[src/rtl/ps2_pkg.sv]
// Shared PS/2 keyboard types: prefix byte values, frame length and the event record.
package ps2_pkg;

   localparam logic [7:0] PS2_PFX_EXT    = 8'hE0;
   localparam logic [7:0] PS2_PFX_BRK    = 8'hF0;
   localparam int         PS2_FRAME_BITS = 11;

   typedef struct packed {
      logic       ext;
      logic       brk;
      logic [7:0] code;
   } ps2_evt_t;

   // bits[0]=start, bits[8:1]=data, bits[9]=odd parity; stop is the bit arriving last
   function automatic logic ps2_frame_ok(input logic [9:0] bits, input logic stop);
      return !bits[0] && stop && (^bits[9:1]);
   endfunction

endpackage

[src/rtl/ps2_evt_fifo.sv]
// Synchronous event FIFO, registered (no fall-through): a pushed entry is visible the next cycle.
module ps2_evt_fifo
   import ps2_pkg::*;
#(
   parameter int DEPTH = 8
) (
   input  logic                   clk,
   input  logic                   resetn,
   input  logic                   push,
   input  ps2_evt_t               din,
   input  logic                   pop,
   output ps2_evt_t               dout,
   output logic                   full,
   output logic                   empty,
   output logic [$clog2(DEPTH):0] count
);

   localparam int AW = $clog2(DEPTH);

   ps2_evt_t        mem [DEPTH];
   logic [AW-1:0]   wr_ptr;
   logic [AW-1:0]   rd_ptr;
   logic            do_push;
   logic            do_pop;

   assign empty   = (count == '0);
   assign full    = (count == (AW+1)'(DEPTH));
   assign do_pop  = pop && !empty;
   // a full FIFO still accepts a push when the head leaves in the same cycle
   assign do_push = push && (!full || do_pop);
   assign dout    = empty ? '0 : mem[rd_ptr];

   // NOTE: sequential state uses non-blocking assignments so every flop samples pre-edge values.
   always_ff @(posedge clk) begin
      if (!resetn) begin
         wr_ptr <= '0;
         rd_ptr <= '0;
         count  <= '0;
      end else begin
         if (do_push) wr_ptr <= wr_ptr + 1'b1;
         if (do_pop)  rd_ptr <= rd_ptr + 1'b1;
         if (do_push && !do_pop)      count <= count + 1'b1;
         else if (!do_push && do_pop) count <= count - 1'b1;
      end
   end

   // NOTE: storage is deliberately not reset; dout is masked while empty so stale data never leaks.
   always_ff @(posedge clk) begin
      if (do_push) mem[wr_ptr] <= din;
   end

endmodule

[src/rtl/ps2_kbd_evt_rx.sv]
// PS/2 keyboard receiver: synchronisers, 11-bit deframer, E0/F0 prefix folding, event FIFO.
// Optional partial-frame abort is enabled by defining PS2_FRAME_TIMEOUT_EN.
module ps2_kbd_evt_rx
   import ps2_pkg::*;
#(
   parameter int FIFO_DEPTH     = 8,
   parameter int SYNC_STAGES    = 3,
   parameter int TIMEOUT_CYCLES = 50000
) (
   input  logic                          clk,
   input  logic                          resetn,
   input  logic                          ps2_clk,
   input  logic                          ps2_data,
   output logic                          evt_valid,
   input  logic                          evt_ready,
   output logic [7:0]                    evt_code,
   output logic                          evt_ext,
   output logic                          evt_brk,
   output logic [$clog2(FIFO_DEPTH):0]   fifo_count,
   output logic                          err_frame,
   output logic                          err_ovf
);

   logic [SYNC_STAGES-1:0] clk_sync;
   logic [SYNC_STAGES-1:0] data_sync;
   logic                   strobe;
   logic                   data_bit;
   logic [3:0]             bit_cnt;
   logic [9:0]             shift;
   logic                   frame_end;
   logic                   frame_good;
   logic                   byte_vld;
   logic [7:0]             byte_q;
   logic                   ext_q;
   logic                   brk_q;
   logic                   timeout;
   logic                   push;
   logic                   full;
   logic                   empty;
   ps2_evt_t               head;

   // bit 0 is the newest sample; reset to all-1 so an idle bus never fakes a falling edge
   always_ff @(posedge clk) begin
      if (!resetn) begin
         clk_sync  <= '1;
         data_sync <= '1;
      end else begin
         clk_sync  <= {clk_sync[SYNC_STAGES-2:0], ps2_clk};
         data_sync <= {data_sync[SYNC_STAGES-2:0], ps2_data};
      end
   end

   assign strobe     = clk_sync[SYNC_STAGES-1] && !clk_sync[SYNC_STAGES-2];
   assign data_bit   = data_sync[SYNC_STAGES-1];
   assign frame_end  = strobe && (bit_cnt == 4'(PS2_FRAME_BITS - 1));
   assign frame_good = ps2_frame_ok(shift, data_bit);

`ifdef PS2_FRAME_TIMEOUT_EN
   localparam int IW = $clog2(TIMEOUT_CYCLES + 1);
   logic [IW-1:0] idle_cnt;

   always_ff @(posedge clk) begin
      if (!resetn || strobe || bit_cnt == '0) idle_cnt <= '0;
      else                                    idle_cnt <= idle_cnt + 1'b1;
   end

   assign timeout = !strobe && (bit_cnt != '0) && (idle_cnt == IW'(TIMEOUT_CYCLES - 1));
`else
   logic unused_timeout;
   assign unused_timeout = ^TIMEOUT_CYCLES;
   assign timeout        = 1'b0;
`endif

   always_ff @(posedge clk) begin
      if (!resetn) begin
         bit_cnt   <= '0;
         shift     <= '0;
         byte_vld  <= 1'b0;
         byte_q    <= '0;
         err_frame <= 1'b0;
         ext_q     <= 1'b0;
         brk_q     <= 1'b0;
         err_ovf   <= 1'b0;
      end else begin
         byte_vld  <= 1'b0;
         err_frame <= 1'b0;
         if (frame_end) begin
            bit_cnt <= '0;
            if (frame_good) begin
               byte_vld <= 1'b1;
               byte_q   <= shift[8:1];
            end else begin
               err_frame <= 1'b1;
            end
         end else if (strobe) begin
            bit_cnt <= bit_cnt + 4'd1;
            shift   <= {data_bit, shift[9:1]};
         end else if (timeout) begin
            bit_cnt   <= '0;
            err_frame <= 1'b1;
         end

         // a corrupted or aborted frame also forgets any pending prefix
         if ((frame_end && !frame_good) || timeout) begin
            ext_q <= 1'b0;
            brk_q <= 1'b0;
         end else if (byte_vld) begin
            case (byte_q)
               PS2_PFX_EXT: ext_q <= 1'b1;
               PS2_PFX_BRK: brk_q <= 1'b1;
               default: begin
                  ext_q <= 1'b0;
                  brk_q <= 1'b0;
               end
            endcase
         end

         err_ovf <= push && full && !(evt_ready && !empty);
      end
   end

   assign push = byte_vld && (byte_q != PS2_PFX_EXT) && (byte_q != PS2_PFX_BRK);

   ps2_evt_fifo #(
      .DEPTH (FIFO_DEPTH)
   ) u_fifo (
      .clk    (clk),
      .resetn (resetn),
      .push   (push),
      .din    ('{ext: ext_q, brk: brk_q, code: byte_q}),
      .pop    (evt_ready),
      .dout   (head),
      .full   (full),
      .empty  (empty),
      .count  (fifo_count)
   );

   assign evt_valid = !empty;
   assign evt_code  = head.code;
   assign evt_ext   = head.ext;
   assign evt_brk   = head.brk;

endmodule

[config.mk]
export PLATFORM = sky130hd
export DESIGN_NAME = ps2_kbd_evt_rx
export DESIGN_NICKNAME = d
export VERILOG_FILES = /design/src/rtl/ps2_pkg.sv /design/src/rtl/ps2_evt_fifo.sv /design/src/rtl/ps2_kbd_evt_rx.sv
export SDC_FILE = /design/constraint.sdc
export NUM_CORES = 1
export LEC_CHECK = 0
export ABC_AREA = 1
export BUFFER_PORTS_ARGS = -buffer_cell sky130_fd_sc_hd__buf_2
export CORE_MARGIN = 2
export CORE_UTILIZATION = 60
export DETAILED_ROUTE_END_ITERATION = 8
export PLACE_DENSITY = 0.79
export SYNTH_ARGS = -nofsm -noshare
export SYNTH_HDL_FRONTEND = slang
export SYNTH_SLANG_ARGS = --single-unit
[constraint.sdc]
create_clock -name clk -period 5.9 [get_ports clk]
set_clock_uncertainty 0.05 [all_clocks]
set_input_delay 0.295 -clock clk [delete_from_list [all_inputs] [get_ports clk]]
set_output_delay 0.295 -clock clk [all_outputs]
set_load 0.01 [all_outputs]
**After elaboration in Yosys (flattened, before gate mapping)**

Memory sizes are Yosys's and may differ from the RTL's. A register that Yosys moved wholly into a read port is not among the register bits.
Cells that the tools add are included.

- Add/sub/neg operators: 5
- Eq/ne operators: 6
- Mux-type cells: 11
- Bitwise operators: 4
- Reductions and logical operators: 31

Operators with widths:

| cell | count |
|---|---|
| 8-bit equality test, second input constant | 2 |
| 8-bit inequality test, second input constant | 2 |
| 1-bit logical AND | 13 |
| 10-bit two-way mux | 1 |
| 2-bit AND reduction | 5 |
| 9-bit XOR reduction | 1 |
| 4-bit by 1-bit adder with 4-bit output, second input constant | 2 |
| 4-bit equality test, second input constant | 2 |
| 4-bit two-way mux | 2 |
| 1-bit zero test | 7 |
| 3-bit by 1-bit adder with 3-bit output, second input constant | 2 |
| 3-bit two-way mux | 2 |
| 4-bit zero test | 1 |
| 1-bit two-way mux | 4 |
| 1-bit inverter | 4 |
| 1-bit case mux with 2 select lines | 2 |
| 2-bit OR reduction | 2 |
| 4-bit by 1-bit subtractor with 4-bit output, second input constant | 1 |
| 2-bit nonzero test | 1 |
| 1-bit logical OR | 1 |

- Register bits: 43
- RAM bits: 80
- Input port bits: 5
- Output and inout port bits: 17
- Logic and storage cells: 71
- Memories kept: 1

Memories:

| memory | depth | bits a word | rd ports | clocked after memory_dff | wr ports | RTL line | source |
|---|---|---|---|---|---|---|---|
| u_fifo.mem | 8 | 10 | 1 | 1 | 1 | ps2_evt_fifo.sv:20 | `ps2_evt_t mem [DEPTH];` |

**Depth between registers and ports, before layout**

Gate-level depths: netlist of run 1.

- Depth in word-level cells: 9
- Depth in mapped cells: 13
- Gate-level depth less buffers: 13

**Cells and area by module**

Synthesis of run 1 repeated with hierarchy kept, for this count alone.

- Cell total of the unflattened synthesis: 608
- Area, all modules: 5606.6 µm²

By module, submodules not included:

| module | instances | cells an instance | area an instance (µm²) | seq. area each (µm²) |
|---|---|---|---|---|
| ps2_evt_fifo | 1 | 428 | 4230.3 | 2662.6 |
| ps2_kbd_evt_rx | 1 | 180 | 1376.3 | 660.6 |

**Worst setup path before layout of run 1**

Ideal clock, no wire load.

- Kind: register to register
- Start point: register byte_q[7]
- End point: register u_fifo.count[3]
- Library setup time: 0.070 ns
- Arrival: 2.217 ns
- Data required time: 5.780 ns
- Slack: 3.563 ns
- Cell stages (with the launch flop): 14
- Path buffers: 0
- Clock period less this slack: 2.337 ns
- Cell sequence: dfxtp_1 > inv_1 > nor4_1 > nand4_1 > nand3_1 > inv_1 > ha_1 > inv_1 > ha_1 > a21o_1 > a21oi_1 > xor2_1 > nand2_1 > a21oi_1

- Cells in the longest elaborated chain, start to end: 7
- Elaborated cells on any way between the ends: 10
- Those cells by class: eq/ne (2); mux (1); reduce/logical (7)

Ends and longest elaborated chain:

| element | RTL line | source |
|---|---|---|
| start: declaration | ps2_kbd_evt_rx.sv:33 | `logic [7:0] byte_q;` |
| start signal: assignment | ps2_kbd_evt_rx.sv:91 | `byte_q <= shift[8:1];` |
| 8-bit inequality test | ps2_kbd_evt_rx.sv:122 | `assign push = byte_vld && (byte_q != PS2_PFX_EXT) && (byte_q != PS2_PFX_BRK);` |
| 1-bit logical AND | ps2_kbd_evt_rx.sv:122 |  |
| 1-bit logical AND * | ps2_kbd_evt_rx.sv:122 |  |
| 1-bit logical AND * | ps2_evt_fifo.sv:30 | `assign do_push = push && (!full \|\| do_pop);` |
| named net u_fifo.do_push | ps2_evt_fifo.sv:23 | `logic do_push;` |
| 1-bit zero test | ps2_evt_fifo.sv:43 | `else if (!do_push && do_pop) count <= count - 1'b1;` |
| 1-bit logical AND | ps2_evt_fifo.sv:43 |  |
| 2-bit nonzero test (no line) | - |  |
| end signal: assignment | ps2_evt_fifo.sv:42 | `if (do_push && !do_pop) count <= count + 1'b1;` |
| end signal: assignment | ps2_evt_fifo.sv:43 |  |
| end: declaration | ps2_evt_fifo.sv:15 | `output logic [$clog2(DEPTH):0] count` |

Mark *: on every way through the listed nets, which the timed path passes. The rest lies on a longest branch.
A chain may end at the register's enable or synchronous reset.

==> results of run 1 <==
==> cells by family (layout without fill, tap and decap cells) <==
group,Yosys count,after routing
adder cells (fa/ha/maj),8,8
AND/OR/NAND/NOR,185,185
buffers and inverters,70,104
AO/OA/AOI/OAI,112,112
XOR/XNOR,6,6
flip-flops,126,126
==> cell usage after synthesis (all sizes together) <==
library cell and count:
nor3 1, inv 49, xnor2 1, a211oi 1, o22ai 10, o21ai 66
clkbuf 20, a21o 1, edfxtp 80, xor2 5, nor2 93, nand4 12
ha 7, nor3b 1, fa 1, nand2 64, a31oi 10, dfxtp 46
a21oi 24, nor4 1, or2 6, buf 1, nand3 7
==> registers in the layout, summed over array words and instances, names as in the netlist, named ones only <==
register and cells:
bit_cnt 4, brk_q 1, byte_q 8, byte_vld 1, clk_sync 3, data_sync 3, err_frame 1, err_ovf 1
ext_q 1, shift 10, u_fifo.count 4, u_fifo.mem 80, u_fifo.rd_ptr 3, u_fifo.wr_ptr 3
==> cell type report <==
| class | instances | share of cell area, % |
|---|---|---|
| clock buffers | 17 | 7.02 |
| clock inverters | 14 | 2.88 |
| inverters | 49 | 3.12 |
| multi-input cells | 311 | 26.2 |
| flip-flops and latches | 126 | 56.3 |
| well taps | 105 | 2.23 |
| repair buffers | 24 | 2.25 |
==> power by group <==
| part | total, mW | leakage (nW) | switching (mW) | internal (mW) |
|---|---|---|---|---|
| logic | 0.622 | 0.863 | 0.401 | 0.222 |
| clock network | 1.03 | 0.276 | 0.386 | 0.641 |
| registers | 1.00 | 1.19 | 0.0474 | 0.957 |
==> critical path, stage by stage, from the launching register on <==
cell and delay, ns:
dfxtp_1 0.82, inv_1 0.57, o21ai_0 0.21, o22ai_1 0.11, o21ai_0 0.20, a31oi_1 0.10, buf_2 0.20
==> worst max-delay path by stage <==
stage                           end  slack [ns]  cells after the start
global route            evt_code[7]        2.58                      5
CTS                     evt_code[4]        2.85                      6
floorplan           u_fifo.count[3]        3.56                     13
global placement    u_fifo.count[3]        3.35                     13
finish                  evt_code[4]        2.83                      6
detailed placement  u_fifo.count[3]        3.19                     13
==> layer usage <==
layer  GRT usage [%]  vias up
met5               0        -
met1            30.8     1720
met2            42.4      118
li1                -     1772
met4            11.6        0
met3            5.20       14
==> repair_timing <==
item | CTS | global route
hold endpoints to repair | 2 | 0
gates resized for setup | 0 | 0
setup buffers | 0 | 0
hold buffers | 2 | 0
==> metrics, run 1 <==
Layout area overhead=15.0%; power per cell area=roughly 450 nW/um2; Post-Layout Cell Count=approximately 650; Num CTS Buffers=17; Wirelength per Cell=16.4 um; DR top layer=met4; R2R setup slack=roughly 3.2 ns; FMAX=between 300 and 400 MHz; root buffer cell=clkbuf_8; Compound-Gate Fraction of Synth Area=11.5%; Clock Path Buffers=2; Post-Synth Simple-Gate Area=between 10% and 20%; largest cells by area after synthesis=edfxtp_1 47%, dfxtp_1 18%, nor2_1 6.7%; Setup Viol. Count Final=0; Slew HR=between 20% and 30%; multiplexer share of the synthesized area=0%; WS Path Type=reg2out; outcome=complete, no violations; Worst Hold Path Cells=2; Mean Syn Cell Area=10.1 um2; Max VDD drop=between 0.2 and 0.3 mV; RSZ-0062 raised after global routing=no; Vias/cell=between 5 and 6; Core ar.=8260 um2; FF+latch count, synth=126; # port buffers=21; CTS tree=built; Arr. time, crit path=between 2 and 3 ns; CP Launch Type=register; multi-input logic area=~1500 um2; later-pin clock latency in the skew report=about 0.52 ns; DR WL met3=slightly above 700 um; post-place setup slack=approximately 3.2 ns; Distinct cells, synth=30; Residual DRC=0; post-synth net total=520; most frequent cells in the layout=92 x nor2_1, 80 x edfxtp_1, 63 x o21ai_0, 60 x nand2_1, 46 x dfxtp_1; met1 WL=~4300 um; post-synth top area cell=edfxtp_1; commonest non-fill, non-tap cell in the layout=nor2_1; met2 wire length=5360 um; Reg-to-Reg End=u_fifo.count[3]; largest net degree at the start of global routing=between 40 and 50; die area=9310 um2; Congestion Overflow GR=0; first-pass GRT wire length=around 17000 um; DR pass1 iterations=4; routability cong.=about 0.8; total power=~2.7 mW; Worst-path clk slew=about 0.06 ns; reg2reg path depth=13; Seq. cell area=about 3300 um2; Worst Hold Class=in2reg; Initial Util=62.2%; Crit. End Element=output pin; clk sinks=between 100 and 150; routed wire length=approximately 11000 um; final hold slack=between 0.1 and 0.15 ns; nets@finish=542; CP max FO=21; Worst Hold Endpoint=clk_sync[2]; Post-Synth Adder-Cell Area=roughly 2.1%; Worst Path Required=roughly 5.6 ns; # H-tree levels=4; share of layout cells above drive strength 1=13.5%; Starting DRT DRC Count=approximately 260; Final Cycle Share=52.0%; Synth top area share=46.8%; ant diodes=0; Final Hold Violating Endpoints=0; Post-Syn Area=around 5100 um2; Max Cap Viol=0; Synth Instances=507; Setup WS post-layout=roughly 2.8 ns; Final Core Density=a little over 70%; IO Count=22; RR Startpoint=byte_q[7]; Cells after DPL=approximately 600; post-route cell area=~6000 um2; hold_sp=resetn; total of warnings raised by yosys=0; Pleak=~2.3 nW; min cycle time layout=roughly 3.1 ns; setup_tns=0 ns; largest family of logic cells by synthesized area=simple AND/OR/NAND/NOR gates; initial antenna violation count=0; DP HPWL=about 6200 um; row count=33; total track usage=25.0%; post-route ant nets=0; sequential-to-total area share from yosys stat=~65%; placed inst area=~5300 um2; die height=between 90 and 100 um; fin. max-slew vios=0; vias in the first global route=roughly 3500; Worst Tran Pin Value=around 1.2 ns; Die W=roughly 96 um; DR vias=~3600; Fill cells=around 600; post-synthesis xor/xnor area fraction=1.02%
(Power assumes the default switching activity.)
==> run 2, diff against run 1 <==
- clock period: 5.9 -> 2.9 ns (I/O delays scaled with it)
==> run 2 against run 1 <==
- design area is 0.64% higher
- power increased by 97%
- via count increased by 1.5%
- utilization increased by 0.45 points
- count of clock-buffer cells in the layout grew 4
- combinational power up 110%
- routed wire length down 0.11%
- final cell count rose by 1.5%
- register-to-register slack got worse by 3.0 ns
- largest cell class unchanged
- highest routed layer unchanged
==> metrics, run 2 (synthesis results as in run 1) <==
outcome=complete, no violations; Initial Util=62.2% (unchanged); die area=9310 um2 (unchanged); commonest non-fill, non-tap cell in the layout=nor2_1; hold_sp=ps2_data; first-pass GRT wire length=16700 um (-1.0%); post-route ant nets=0 (unchanged); routability cong.=0.773 (-2.8%); CP Launch Type=register; # port buffers=21 (unchanged); IO Count=22 (unchanged); number of flip-flops in the largest register=80 (unchanged); Setup Viol. Count Final=0 (unchanged); Final Hold Violating Endpoints=0 (unchanged); Worst Hold Endpoint=data_sync[0]; reg2reg path depth=12 (-1); total track usage=24.9% (-0.080 points); Reg-to-Reg End=u_fifo.count[3]; R2R setup slack=0.18 ns (-2.98 ns); later-pin clock latency in the skew report=0.51 ns (about the same); ant diodes=0 (unchanged); vias in the first global route=3447 (-0.63%); Worst Hold Class=in2reg; post-place setup slack=0.172 ns (-3.02 ns); DP HPWL=6540 um (+5.8%); Layout area overhead=15.7%; Worst-path clk slew=0.06 ns (about the same); DR pass1 iterations=6 (+2); largest net degree at the start of global routing=41 (-2.4%); Post-Layout Cell Count=656 (+1.5%); die height=96.5 um (unchanged); CTS tree=built; Max Cap Viol=0 (unchanged); CP max FO=10 (-52%); placed inst area=5340 um2 (+0.71%); post-route cell area=5940 um2 (+0.64%); Worst Hold Path Cells=3 (+1); FMAX=approximately 370 MHz; biggest regs=u_fifo.mem x80, shift x10, byte_q x8; routed wire length=10600 um (-0.11%); Vias/cell=5.61 (about the same); Congestion Overflow GR=0 (unchanged); # H-tree levels=4 (unchanged); Slew HR=25.1% (+4.2 points); Max VDD drop=0.547 mV (+85%); most frequent cells in the layout=92 x nor2_1, 80 x edfxtp_1, 63 x o21ai_0, 60 x nand2_1, 45 x dfxtp_1; Arr. time, crit path=3.10 ns (+0.37 ns); WS Path Type=reg2reg; DR vias=3677 (+1.5%); row count=33 (unchanged); Setup WS post-layout=0.178 ns (-2.65 ns); Worst Path Required=3.28 ns (-2.28 ns); root buffer cell=clkbuf_8; fin. max-slew vios=0 (unchanged); Cells after DPL=618 (+0.82%); Die W=96.5 um (unchanged); Starting DRT DRC Count=232 (-9.4%); clk sinks=126 (unchanged); RR Startpoint=byte_q[0]; Wirelength per Cell=16.1 um (-1.6%); Residual DRC=0 (unchanged); share of layout cells above drive strength 1=14.3% (+0.84 points); power per cell area=881 nW/um2 (+96%); Clock Path Buffers=2 (unchanged); Worst Tran Pin Value=1.12 ns (-0.0622 ns); nets@finish=551 (+1.7%); Num CTS Buffers=17 (unchanged); initial antenna violation count=0 (unchanged); Final Cycle Share=a little over nine tenths; largest reg by FF count=u_fifo.mem; Crit. End Element=register; min cycle time layout=2.72 ns; Core ar.=8260 um2 (unchanged); Pleak=2.35 nW (+1.1%)
-- run 2: through the flow --
stage               power, mW  utilization, %  hold slack (ns)  TNS, ns
floorplan                2.91               -            0.202        0
global placement         3.32            64.6            0.281        0
detailed placement       3.37            64.6            0.283        0
CTS                      5.25            71.7            0.292        0
global route             5.50            71.9            0.308  -0.0272
finish                   5.23            71.9            0.314        0
-- run 2: cell type report --
cell class	instances	area (um2)
multi-input combinational	311	1550
timing repair buffer	33	205
inverter	49	184
tap	105	131
clock buffer	21	449
clock inverter	11	92.6
sequential	126	3320
fill	571	2320
-- run 2: per-layer routing --
layer  vias to the layer above  GRT usage [%]  routed length (um)
li1                       1790              -                   -
met1                      1692           30.7                4340
met2                       179           41.7                5190
met3                        16           7.37                 826
met4                         0           9.51                 190
met5                         -              0                   0
-- run 2: worst max path at each step --
stage	start	endpoint	slack, ns	cells past startpoint
after global routing	byte_q[0]	u_fifo.count[3]	-0.03	12
after floorplan	byte_q[7]	u_fifo.count[3]	0.56	13
final	byte_q[0]	u_fifo.count[3]	0.18	12
after CTS	byte_q[7]	u_fifo.count[3]	0.14	13
after detailed placement	byte_q[7]	u_fifo.count[3]	0.17	13
after global placement	byte_q[7]	u_fifo.count[3]	0.29	13
-- run 2: worst max-delay path: stages, from the launching register on --
cell and delay [ns]:
dfxtp_1 0.41, nor4_2 0.32, nand4_1 0.26, nand3_1 0.22
inv_1 0.11, ha_1 0.24, inv_1 0.12, ha_1 0.24
a21o_1 0.17, a21oi_1 0.15, xor2_1 0.16, nand2_1 0.06
a21oi_1 0.12
-- run 2: repair_timing --
action                                 CTS  global route
gates resized for setup                  0             2
buffers inserted                         0             2
setup endpoints to repair                0             2
hold buffers                             4             0
endpoints found under the hold margin    4             0
-- run 2: power breakdown --
part	switching, mW	internal, mW
Sequential	0.0818	1.95
Clock	0.726	1.17
Combinational	0.828	0.479
Total	1.64	3.60
==> run 3, diff against run 2 <==
- CTS_BUF_LIST: default -> sky130_fd_sc_hd__clkbuf_8
- PLACE_DENSITY: 0.79 -> 0.78
==> run 3 against run 2 <==
- final cell count decreased by 0.91%
- die area unchanged
- hold slack worse by 0.26 ns
- sequential power barely moved
- global-route usage decreased by 1.1 points
- count of clock-buffer cells in the layout is 3 lower
- sequential cell count did not move
- largest cell class unchanged
- largest power group unchanged
- highest routed layer unchanged
==> metrics, run 3 (synthesis results as in run 1) <==
fin. max-slew vios=0 (unchanged); Starting DRT DRC Count=238 (+2.6%); DP HPWL=6040 um (-7.7%); DR vias=3587 (-2.4%); Slew HR=23.3% (-1.8 points); Core ar.=8260 um2 (unchanged); Vias/cell=5.52 (-1.5%); outcome=complete, no violations; CP Depth=13 (+1); CP max FO=9 (-1); largest net degree at the start of global routing=41 (unchanged); root buffer cell=clkbuf_8; # H-tree levels=4 (unchanged); DR pass1 iterations=5 (-1); max incr delay on CP=0.40 ns (about the same); RSZ-0062 raised after global routing=no; hold_sp=evt_ready; later-pin clock latency in the skew report=0.43 ns (-0.08 ns); routed wire length=10100 um (-4.5%); Clock Path Buffers=2 (unchanged); Final Hold Violating Endpoints=0 (unchanged); WS Path Type=reg2reg; IO Count=22 (unchanged); commonest non-fill, non-tap cell in the layout=nor2_1; vias in the first global route=3433 (-0.41%); routability cong.=0.771 (-0.22%); number of flip-flops in the largest register=80 (unchanged); largest reg by FF count=u_fifo.mem; Arr. time, crit path=2.92 ns (-0.18 ns); Max Cap Viol=0 (unchanged); reg2reg path depth=13 (+1); first-pass GRT wire length=16000 um (-4.2%); Wirelength per Cell=15.5 um (-3.7%); ant diodes=0 (unchanged); die height=96.5 um (unchanged); Congestion Overflow GR=0 (unchanged); total track usage=23.9% (-1.1 points); post-route ant nets=0 (unchanged); Setup Viol. Count Final=0 (unchanged); Num CTS Buffers=17 (unchanged); RR Startpoint=byte_q[7]; row count=33 (unchanged); nets@finish=545 (-1.1%); setup_tns=0 ns (unchanged); Crit. End Element=register; Worst Path Required=3.20 ns (-0.08 ns); Pleak=2.28 nW (-3.1%); share of layout cells above drive strength 1=14.5% (+0.16 points); Initial Util=62.2% (unchanged); min cycle time layout=2.62 ns (-0.102 ns); FMAX=382 MHz (+3.9%); Final Cycle Share=90.3% (-3.5 points); most frequent cells in the layout=92 x nor2_1, 80 x edfxtp_1, 63 x o21ai_0, 60 x nand2_1, 45 x dfxtp_1; Layout area overhead=13.5%; biggest regs=u_fifo.mem x80, shift x10, byte_q x8; crit-path most repeated cell=inv_1; Worst Hold Path Cells=4 (+1); CP Launch Type=register; worst path bufs/invs=3 (+1); initial antenna violation count=0 (unchanged); Worst-path clk slew=0.07 ns (about the same); Residual DRC=0 (unchanged); Worst Hold Class=in2reg; CP delay by family, top=simple AND/OR/NAND/NOR gates; # port buffers=21 (unchanged); clk sinks=126 (unchanged); Die W=96.5 um (unchanged); critical path's slowest cell=dfxtp_2; Max VDD drop=0.540 mV (-1.3%); Worst Tran Pin Value=1.15 ns (+0.0275 ns); power per cell area=868 nW/um2 (-1.5%); CTS tree=built; critical path launch point=byte_q[7]; die area=9310 um2 (unchanged); final hold slack=0.0524 ns (-0.261 ns); critical-path cell list=inv_1 -> nor4_2 -> nand4_1 -> nand3_1 -> inv_1 -> ha_1 -> inv_1 -> ha_1 -> a21o_1 -> a21oi_1 -> xor2_1 -> nand2_1 -> a21oi_1; total power=5.05 mW (-3.4%)
## run 3: changes by cell type in the layout (fill, tap and decap cells not counted), sizes merged
cell / before / now
clkinvlp: 3 / 7
buf: 29 / 25
clkbuf: 21 / 18
dlygate4sd3: 4 / 2
bufinv: 1 / 5
clkinv: 7 / 2
## run 3: worst min-delay path: stages
cell and delay [ns]:
buf_2 0.08, inv_1 0.05, nand4_1 0.15, nor2_1 0.07
## run 3: where the power goes
| group | leakage [nW] | switching [mW] | internal, mW |
|---|---|---|---|
| registers | 1.19 | 0.0836 | 1.94 |
| clock network | 0.209 | 0.692 | 1.04 |
| logic | 0.883 | 0.822 | 0.468 |
| total | 2.28 | 1.60 | 3.46 |
## run 3: routing by layer
metal	global-route usage [%]	up-vias	share of wire, %
met5	0	-	0
met4	9.98	0	1.9
met3	7.14	27	6.8
met2	40.9	125	50
met1	28.1	1661	41
li1	-	1774	-
## run 3: cell type report
type / instances / area (um2)
multi-input cells: 311 / 1550
flip-flops and latches: 126 / 3320
inverters: 49 / 184
clock inverters: 14 / 216
well taps: 105 / 131
repair buffers: 27 / 168
fillers: 576 / 2430
clock buffers: 18 / 248
## run 3: worst paths after layout
path                          end  slack, ns
setup / recovery  u_fifo.count[3]       0.28
hold / removal            err_ovf       0.05
setup reg to reg  u_fifo.count[3]       0.28
hold reg to reg      data_sync[2]       0.36
## run 3: timing repair
action                     in CTS  in global routing
hold endpoints to repair        2                  0
setup buffers                   0                  1
hold buffers                    2                  0
resized for setup               0                  2
setup endpoints to repair       0                  2
## run 3: per-stage QoR
| stage | area, um2 | setup WS, ns | utilization [%] | instances |
|---|---|---|---|---|
| 2_1_floorplan | 5130 | 0.563 | - | 507 |
| 3_3_place_gp | 5330 | 0.188 | 64.5 | 615 |
| 3_5_place_dp | 5330 | 0.0562 | 64.5 | 615 |
| 4_1_cts | 5810 | 0.000416 | 70.3 | 649 |
| 5_1_grt | 5820 | 0.0388 | 70.5 | 650 |
| 6_report | 5820 | 0.280 | 70.5 | 650 |
